File: src/rtl/fpmult_pkg.sv
// fpmult_pkg: shared constants and types for the floating-point multiplier
// back end.
//   - EXPONENT / MANTISSA global defines set the field widths (default 5 / 10)
//   - flag bit indices {NV, DZ, OF, UF, NX}
//   - InputExc bit indices {any, nan, inf, zero, snan}
//   - canonical quiet NaN
//   - output buffer state encoding
`ifndef EXPONENT
`define EXPONENT 5
`endif
`ifndef MANTISSA
`define MANTISSA 10
`endif

package fpmult_pkg;
    localparam int EXP_W  = `EXPONENT;
    localparam int MAN_W  = `MANTISSA;
    localparam int DWIDTH = EXP_W + MAN_W + 1;
    localparam int FLAG_W = 5;
    localparam int EXC_W  = 5;

    localparam int FLAG_NV = 4;
    localparam int FLAG_DZ = 3;
    localparam int FLAG_OF = 2;
    localparam int FLAG_UF = 1;
    localparam int FLAG_NX = 0;

    localparam int EXC_ANY  = 4;
    localparam int EXC_NAN  = 3;
    localparam int EXC_INF  = 2;
    localparam int EXC_ZERO = 1;
    localparam int EXC_SNAN = 0;

    // Positive quiet NaN: exponent all ones, mantissa MSB set.
    localparam logic [DWIDTH-1:0] QNAN = {1'b0, {EXP_W{1'b1}}, 1'b1, {(MAN_W-1){1'b0}}};

    typedef enum logic [1:0] {
        BUF_EMPTY = 2'd0,
        BUF_ONE   = 2'd1,
        BUF_FULL  = 2'd2
    } buf_state_t;
endpackage

File: src/rtl/fpmult_round_pack_if.sv
// fpmult_round_pack_if: operand bundle in, packed result out.
//   upstream  : in_valid/in_ready, RoundE, RoundEP, RoundM, RoundMP, Sp, GRS,
//               EUnf, InputExc
//   downstream: out_valid/out_ready, Z, Flags, StickyFlags, flag_clr
//   modport slave  = the rounding stage, modport master = its environment.
interface fpmult_round_pack_if;
    import fpmult_pkg::*;

    logic                in_valid;
    logic                in_ready;
    logic [EXP_W-1:0]    RoundE;
    logic [EXP_W-1:0]    RoundEP;
    logic [MAN_W-1:0]    RoundM;
    logic [MAN_W-1:0]    RoundMP;
    logic                Sp;
    logic [2:0]          GRS;
    logic                EUnf;
    logic [EXC_W-1:0]    InputExc;
    logic                flag_clr;
    logic                out_valid;
    logic                out_ready;
    logic [DWIDTH-1:0]   Z;
    logic [FLAG_W-1:0]   Flags;
    logic [FLAG_W-1:0]   StickyFlags;

    modport slave (
        input  in_valid, RoundE, RoundEP, RoundM, RoundMP, Sp, GRS, EUnf, InputExc,
        input  flag_clr, out_ready,
        output in_ready, out_valid, Z, Flags, StickyFlags
    );

    modport master (
        output in_valid, RoundE, RoundEP, RoundM, RoundMP, Sp, GRS, EUnf, InputExc,
        output flag_clr, out_ready,
        input  in_ready, out_valid, Z, Flags, StickyFlags
    );
endinterface

File: src/rtl/fpmult_skid_buffer.sv
// fpmult_skid_buffer: generic two-entry valid/ready buffer, strict FIFO order.
//   clk, rst (async, active low)
//   i_valid/o_ready/i_data : upstream side
//   o_valid/i_ready/o_data : downstream side, o_data always from main register
// o_ready depends only on the state register, so upstream never sees a
// combinational path from i_ready.
module fpmult_skid_buffer
    import fpmult_pkg::*;
#(
    parameter int W = 21
) (
    input  logic         clk,
    input  logic         rst,
    input  logic         i_valid,
    output logic         o_ready,
    input  logic [W-1:0] i_data,
    output logic         o_valid,
    input  logic         i_ready,
    output logic [W-1:0] o_data
);
    buf_state_t r_state, w_state_next;
    logic [W-1:0] r_main, r_skid;
    logic w_accept, w_drain;
    logic w_main_from_in, w_main_from_skid, w_skid_from_in;

    always_comb begin
        w_state_next     = r_state;
        w_main_from_in   = 1'b0;
        w_main_from_skid = 1'b0;
        w_skid_from_in   = 1'b0;
        w_accept         = i_valid && (r_state != BUF_FULL);
        w_drain          = (r_state != BUF_EMPTY) && i_ready;
        case (r_state)
            BUF_EMPTY: begin
                if (w_accept) begin
                    w_state_next   = BUF_ONE;
                    w_main_from_in = 1'b1;
                end
            end
            BUF_ONE: begin
                if (w_accept && w_drain) begin
                    w_main_from_in = 1'b1;
                end else if (w_accept) begin
                    w_state_next   = BUF_FULL;
                    w_skid_from_in = 1'b1;
                end else if (w_drain) begin
                    w_state_next = BUF_EMPTY;
                end
            end
            BUF_FULL: begin
                // No accept possible here; the older skid entry moves up.
                if (w_drain) begin
                    w_state_next     = BUF_ONE;
                    w_main_from_skid = 1'b1;
                end
            end
            default: w_state_next = BUF_EMPTY;
        endcase
    end

    always_ff @(posedge clk or negedge rst) begin
        if (!rst) begin
            r_state <= BUF_EMPTY;
        end else begin
            r_state <= w_state_next;
        end
    end

    always_ff @(posedge clk or negedge rst) begin
        if (!rst) begin
            r_main <= '0;
            r_skid <= '0;
        end else begin
            if (w_main_from_in) begin
                r_main <= i_data;
            end else if (w_main_from_skid) begin
                r_main <= r_skid;
            end
            if (w_skid_from_in) begin
                r_skid <= i_data;
            end
        end
    end

    assign o_ready = (r_state != BUF_FULL);
    assign o_valid = (r_state != BUF_EMPTY);
    assign o_data  = r_main;
endmodule

File: src/rtl/fpmult_round_pack.sv
// fpmult_round_pack: round-to-nearest-even, overflow / special-operand
// handling and IEEE packing, followed by a two-entry output buffer.
//   clk  : clock
//   rst  : asynchronous active-low reset
//   bus  : fpmult_round_pack_if.slave (operand bundle in, Z/Flags out)
// Optional feature macro: FPMULT_ROUND_STICKY_FLAGS_EN builds the
// StickyFlags accumulator; otherwise StickyFlags is 0 and flag_clr is ignored.
module fpmult_round_pack
    import fpmult_pkg::*;
(
    input  logic               clk,
    input  logic               rst,
    fpmult_round_pack_if.slave bus
);
    logic               w_up;
    logic [MAN_W-1:0]   w_man;
    logic [EXP_W-1:0]   w_exp;
    logic [DWIDTH-1:0]  w_z;
    logic [FLAG_W-1:0]  w_flags;
    logic [FLAG_W-1:0]  w_out_flags;
    logic [DWIDTH-1:0]  w_out_z;
    logic               w_out_valid;
    logic               w_drain;
    logic               unused_exc_any;

    // Nearest-even: round up above half, or at exactly half when LSB is odd.
    assign w_up  = bus.GRS[2] & (bus.GRS[1] | bus.GRS[0] | bus.RoundM[0]);
    assign w_man = w_up ? bus.RoundMP : bus.RoundM;
    // RoundMP wrapping to zero means the increment carried out of the mantissa.
    assign w_exp = (w_up && (bus.RoundMP == '0)) ? bus.RoundEP : bus.RoundE;

    always_comb begin
        w_z              = {bus.Sp, w_exp, w_man};
        w_flags          = '0;
        w_flags[FLAG_NX] = |bus.GRS;
        if (bus.InputExc[EXC_NAN]) begin
            w_z              = QNAN;
            w_flags          = '0;
            w_flags[FLAG_NV] = bus.InputExc[EXC_SNAN];
        end else if (bus.InputExc[EXC_INF]) begin
            w_z     = {bus.Sp, {EXP_W{1'b1}}, {MAN_W{1'b0}}};
            w_flags = '0;
        end else if (bus.InputExc[EXC_ZERO]) begin
            w_z     = {bus.Sp, {(DWIDTH-1){1'b0}}};
            w_flags = '0;
        end else if (bus.EUnf) begin
            w_z              = {bus.Sp, {(DWIDTH-1){1'b0}}};
            w_flags          = '0;
            w_flags[FLAG_UF] = 1'b1;
            w_flags[FLAG_NX] = 1'b1;
        end else if (&w_exp) begin
            w_z              = {bus.Sp, {EXP_W{1'b1}}, {MAN_W{1'b0}}};
            w_flags          = '0;
            w_flags[FLAG_OF] = 1'b1;
            w_flags[FLAG_NX] = 1'b1;
        end
    end

    // The summary "any" bit carries no information beyond nan/inf/zero.
    assign unused_exc_any = bus.InputExc[EXC_ANY];

    fpmult_skid_buffer #(
        .W (DWIDTH + FLAG_W)
    ) u_skid (
        .clk     (clk),
        .rst     (rst),
        .i_valid (bus.in_valid),
        .o_ready (bus.in_ready),
        .i_data  ({w_flags, w_z}),
        .o_valid (w_out_valid),
        .i_ready (bus.out_ready),
        .o_data  ({w_out_flags, w_out_z})
    );

    assign bus.out_valid = w_out_valid;
    assign bus.Z         = w_out_z;
    assign bus.Flags     = w_out_flags;
    assign w_drain       = w_out_valid & bus.out_ready;

`ifdef FPMULT_ROUND_STICKY_FLAGS_EN
    logic [FLAG_W-1:0] r_sticky;

    // A clear coinciding with a drain keeps only the drained result's flags.
    always_ff @(posedge clk or negedge rst) begin
        if (!rst) begin
            r_sticky <= '0;
        end else if (w_drain) begin
            r_sticky <= bus.flag_clr ? w_out_flags : (r_sticky | w_out_flags);
        end else if (bus.flag_clr) begin
            r_sticky <= '0;
        end
    end

    assign bus.StickyFlags = r_sticky;
`else
    logic unused_sticky_inputs;

    assign unused_sticky_inputs = bus.flag_clr ^ w_drain;
    assign bus.StickyFlags      = '0;
`endif
endmodule

File: src/flat_wrapper.sv
// flat-port wrapper written by rule: the top's interface ports become plain ports
module fpmult_round_pack_flat import fpmult_pkg::*;
  (clk, rst, bus_in_valid, bus_RoundE, bus_RoundEP, bus_RoundM, bus_RoundMP, bus_Sp, bus_GRS, bus_EUnf, bus_InputExc, bus_flag_clr, bus_out_ready, bus_in_ready, bus_out_valid, bus_Z, bus_Flags, bus_StickyFlags);
  fpmult_round_pack_if bus_i ();
  input  logic clk;
  input  logic rst;
  input wire logic [$bits(bus_i.in_valid)-1:0] bus_in_valid;
  input wire logic [$bits(bus_i.RoundE)-1:0] bus_RoundE;
  input wire logic [$bits(bus_i.RoundEP)-1:0] bus_RoundEP;
  input wire logic [$bits(bus_i.RoundM)-1:0] bus_RoundM;
  input wire logic [$bits(bus_i.RoundMP)-1:0] bus_RoundMP;
  input wire logic [$bits(bus_i.Sp)-1:0] bus_Sp;
  input wire logic [$bits(bus_i.GRS)-1:0] bus_GRS;
  input wire logic [$bits(bus_i.EUnf)-1:0] bus_EUnf;
  input wire logic [$bits(bus_i.InputExc)-1:0] bus_InputExc;
  input wire logic [$bits(bus_i.flag_clr)-1:0] bus_flag_clr;
  input wire logic [$bits(bus_i.out_ready)-1:0] bus_out_ready;
  output wire logic [$bits(bus_i.in_ready)-1:0] bus_in_ready;
  output wire logic [$bits(bus_i.out_valid)-1:0] bus_out_valid;
  output wire logic [$bits(bus_i.Z)-1:0] bus_Z;
  output wire logic [$bits(bus_i.Flags)-1:0] bus_Flags;
  output wire logic [$bits(bus_i.StickyFlags)-1:0] bus_StickyFlags;
  assign bus_i.in_valid = bus_in_valid;
  assign bus_i.RoundE = bus_RoundE;
  assign bus_i.RoundEP = bus_RoundEP;
  assign bus_i.RoundM = bus_RoundM;
  assign bus_i.RoundMP = bus_RoundMP;
  assign bus_i.Sp = bus_Sp;
  assign bus_i.GRS = bus_GRS;
  assign bus_i.EUnf = bus_EUnf;
  assign bus_i.InputExc = bus_InputExc;
  assign bus_i.flag_clr = bus_flag_clr;
  assign bus_i.out_ready = bus_out_ready;
  assign bus_in_ready = bus_i.in_ready;
  assign bus_out_valid = bus_i.out_valid;
  assign bus_Z = bus_i.Z;
  assign bus_Flags = bus_i.Flags;
  assign bus_StickyFlags = bus_i.StickyFlags;
  fpmult_round_pack u_core (.clk(clk), .rst(rst), .bus(bus_i));
endmodule
File: config.mk
export PLATFORM = sky130hd
export DESIGN_NAME = fpmult_round_pack_flat
export DESIGN_NICKNAME = d
export VERILOG_FILES = /design/src/rtl/fpmult_pkg.sv /design/src/rtl/fpmult_round_pack_if.sv /design/src/rtl/fpmult_skid_buffer.sv /design/src/rtl/fpmult_round_pack.sv /design/src/flat_wrapper.sv
export SDC_FILE = /design/constraint.sdc
export NUM_CORES = 1
export LEC_CHECK = 0
export ABC_AREA = 1
export ABC_CLOCK_PERIOD_IN_PS = 1950
export CORE_ASPECT_RATIO = 0.75
export CORE_MARGIN = 4
export CORE_UTILIZATION = 46
export DETAILED_ROUTE_END_ITERATION = 8
export GPL_TIMING_DRIVEN = 0
export HOLD_SLACK_MARGIN = 0.08
export PLACE_DENSITY = 0.88
export SLEW_MARGIN = 15
export SYNTH_ARGS = -nofsm -noshare
export SYNTH_HDL_FRONTEND = slang
export SYNTH_SLANG_ARGS = --single-unit
File: constraint.sdc
create_clock -name clk -period 1.95 [get_ports clk]
set_input_delay 0.4875 -clock clk [delete_from_list [all_inputs] [get_ports clk]]
set_output_delay 0.4875 -clock clk [all_outputs]
set_load 0.005 [all_outputs]
==> impl_results.md <==
- Most frequent cells in the layout: nand2_1, clkdlybuf4s50_1, dfrtp_1, nand3_1, inv_1
- Adder-Cell Fraction of Synth Area: 0%
- CTS Root Cell: clkbuf_8
- Post-synth top area cell: dfrtp_1
- Met2 usage: 36.31%
- Final WL: 7.028 mm
- WP data arrival: 2.18 ns
- Power Internal: 1.591 mW
- Final nets: 439
- Area of the multi-input gates: 1147 um^2
- Filler cells: 343
- Commonest non-fill, non-tap cell in the layout: nand2_1
- R2r setup slk: 0.30 ns
- PD cells: 693.9 nW/um^2
- Sw Pwr: 707.0 uW
- Clk_lat worst skew: 0.30 ns
- Worst r2r src: u_core.u_skid.r_state[0]
- Synth Area in Compound Gates: 8.691%
- CTS Buf Count: 5
- Tot Pwr: 2.298 mW
- P&R area growth vs syn: 45.60%
- R2r worst-path depth: 7
- Syn avg cell area: 7.385 um^2
- Die H: 68.90 um
- FP Rows: 21
- N_diodes: 0
- Synth cell types: 27
- R2r endpoint: u_core.u_skid.o_data[5]
- Cells after DPL: 435
- Post-Layout Cell Count: 452
- Vias in the first global route: 2,288
- Worst path max stage delay: 0.54 ns
- TNS Setup: 0 ns
- Largest net degree at the start of global routing: 29
- Worst EP required: 2.19 ns
- Clock tree buffer depth: 2
- Leakage: 1.621 nW
- Global routing met1 resource utilization: 32.04%
- Setup crit start kind: input pin
- Netlist Area Pre-Place: 2275 um^2
- Drc violations: 0
- Via density: 5.482
- Post-synthesis mux area share: 0%
- Relative slew slack: 61.58%
- Grt peak-use layer: met2
- Worst min-delay path class: in -> async
- DPL Wire Length: 4.906 mm
- Status: complete, no violations
- # Max-Cap Violations: 0
- Iteration count of the initial detailed-routing pass: 5
- Initial core utilization: 49.19%
- Gate power share: 27.0%
- Worst-path clk slew: 0.08 ns
- Synth Register Bits: 42
- Worst slew pin tran: 0.5710 ns
- Final period util: 99.43%
- Per-cell routed wire length: 15.55 um
- Antenna Nets Post-Route: 0
- Clock sink count: 42
- Final worst slack: 0.01118 ns
- Worst Path Max Fanout: 7
- TritonCTS clock tree: yes
- Grt total ovfl: 0
- Clock Power Share: 26.4%
- Crit end category: flop
- GP Congestion: 0.9131
- Routed via count: 2,478
- Critical setup path kind: in -> reg
- Largest family of logic cells by synthesized area: simple AND/OR/NAND/NOR gates
- Initial antenna violation count: 0
- IO Port Bufs: 64
- CP max-delay cell: clkdlybuf4s50_1
- I/O Pins: 73
- Synthesized instance count: 308
- Yosys top cell area share: 46.20%
- Sequential fraction of the synthesis area: 46.20%
- Final Util: 71.62%
- Final min period: 1.939 ns
- First-pass GRT wire length: 10.94 mm
- Pins Over Slew Limit: 0
- Met3 usage: 5.582%
- Die ar.: 6146 um^2
- Seq. cell area: 1051 um^2
- Layout cells sized above 1: 16.46%
- Final Skew: 0.003801 ns
- Synth Area in Simple Gates: 35.53%
- Synth area leaders: dfrtp_1, nand2_1, nand3_1
- Max VDD drop: 0.0004743 V
- H-tree depth: 2
- Sequential share of power: 46.6%
- GRT Total Usage: 23.29%
- Crit path cell chain: clkdlybuf4s50_1 -> nor2_4 -> nand2_1 -> nor2_4 -> inv_2 -> a211oi_2 -> nand3_1 -> nand3_1
- Core ar.: 4624 um^2
- XOR/XNOR Fraction of Synth Area: 0%
- Setup WS pre-CTS: -0.4848 ns
- Maximum clock rate: 515.8 MHz
- Yosys warning total: 0
- Final Hold Viols: 0
- Die W: 89.20 um
- Switch share: 30.76%
- Number of setup violations in the final report: 0
- 1st-iter DRT viols: 224
-- cells in the mapped netlist --
cell and count:
buf_2 3, nor2_4 2, nand2_2 2, nand4_1 2
a21oi_2 1, clkbuf_1 7, buf_6 1, o211ai_1 6
conb_1 1, a211oi_1 1, a21oi_1 9, nor2_1 18
o31ai_1 2, inv_1 29, nor3_1 2, inv_2 1
nor2_2 6, buf_1 1, nand2_1 111, nor4_1 1
nand3_1 36, a22o_1 3, buf_4 6, nand3b_1 3
nand3_2 2, o21ai_0 10, dfrtp_1 42
-- flip-flops by register name, indices dropped and copies added (netlist names) --
register               cells
u_core.u_skid.o_data      20
u_core.u_skid.r_skid      20
u_core.u_skid.r_state      2
-- layer usage --
| metal | vias to the layer above | part of all wire, % |
|---|---|---|
| li1 | 1142 | - |
| met1 | 1122 | 41 |
| met2 | 191 | 45 |
| met3 | 23 | 11 |
| met4 | 0 | 2.3 |
| met5 | - | 0 |
-- kinds of logic after synthesis --
kind of cell           count (synthesis)
AO/OA/AOI/OAI                         32
buffers and inverters                 48
flip-flops                            42
other                                  1
AND/OR/NAND/NOR                      185
-- critical path, delay by kind of cell --
kind	cells	cell delay, ns
compound gates	1	0.30
buf+inv	2	0.66
simple gates	5	0.73
-- timing repair --
item / CTS / global route
hold buffers: 0 / 0
endpoints found under the hold margin: 0 / 0
pin swaps: 10 / 17
setup endpoints to repair: 27 / 31
setup buffers: 2 / 6
cloned: 1 / 0
gates resized for setup: 25 / 25
-- area by class of cell --
cell class	count	area share [%]
tap	57	2.153
clock buffer	6	2.493
timing repair buffer	74	21.84
inverter	30	3.400
buffer	18	3.362
sequential	42	31.73
multi-input combinational	223	34.64
clock inverter	2	0.3778
-- power by group through the flow --
stage / logic, mW / clock network [mW] / registers (mW)
floorplan: 0.260 / 0 / 1.08
global placement: 0.557 / 0 / 1.08
detailed placement: 0.577 / 0 / 1.09
CTS: 0.587 / 0.605 / 1.07
global route: 0.681 / 0.639 / 1.08
finish: 0.621 / 0.607 / 1.07
-- worst max-delay path by stage --
stage / from / to / cells past startpoint
CTS: u_core.u_skid.r_state[1] / bus_in_ready / 4
finish: bus_InputExc[3] / u_core.u_skid.o_data[0] / 8
detailed placement: bus_InputExc[3] / u_core.u_skid.o_data[0] / 8
floorplan: bus_RoundMP[3] / u_core.u_skid.o_data[5] / 11
global route: bus_out_ready / u_core.u_skid.o_data[5] / 7
global placement: rst / u_core.u_skid.o_data[3] / 1
-- metrics by stage --
step	area [um^2]	hold slack, ns
2_1_floorplan	2293	0.1919
3_3_place_gp	3005	0.4614
3_5_place_dp	3020	0.4267
4_1_cts	3177	0.09997
5_1_grt	3312	0.1125
6_report	3312	0.09166
Note: power is estimated with default switching activity, not from simulation.
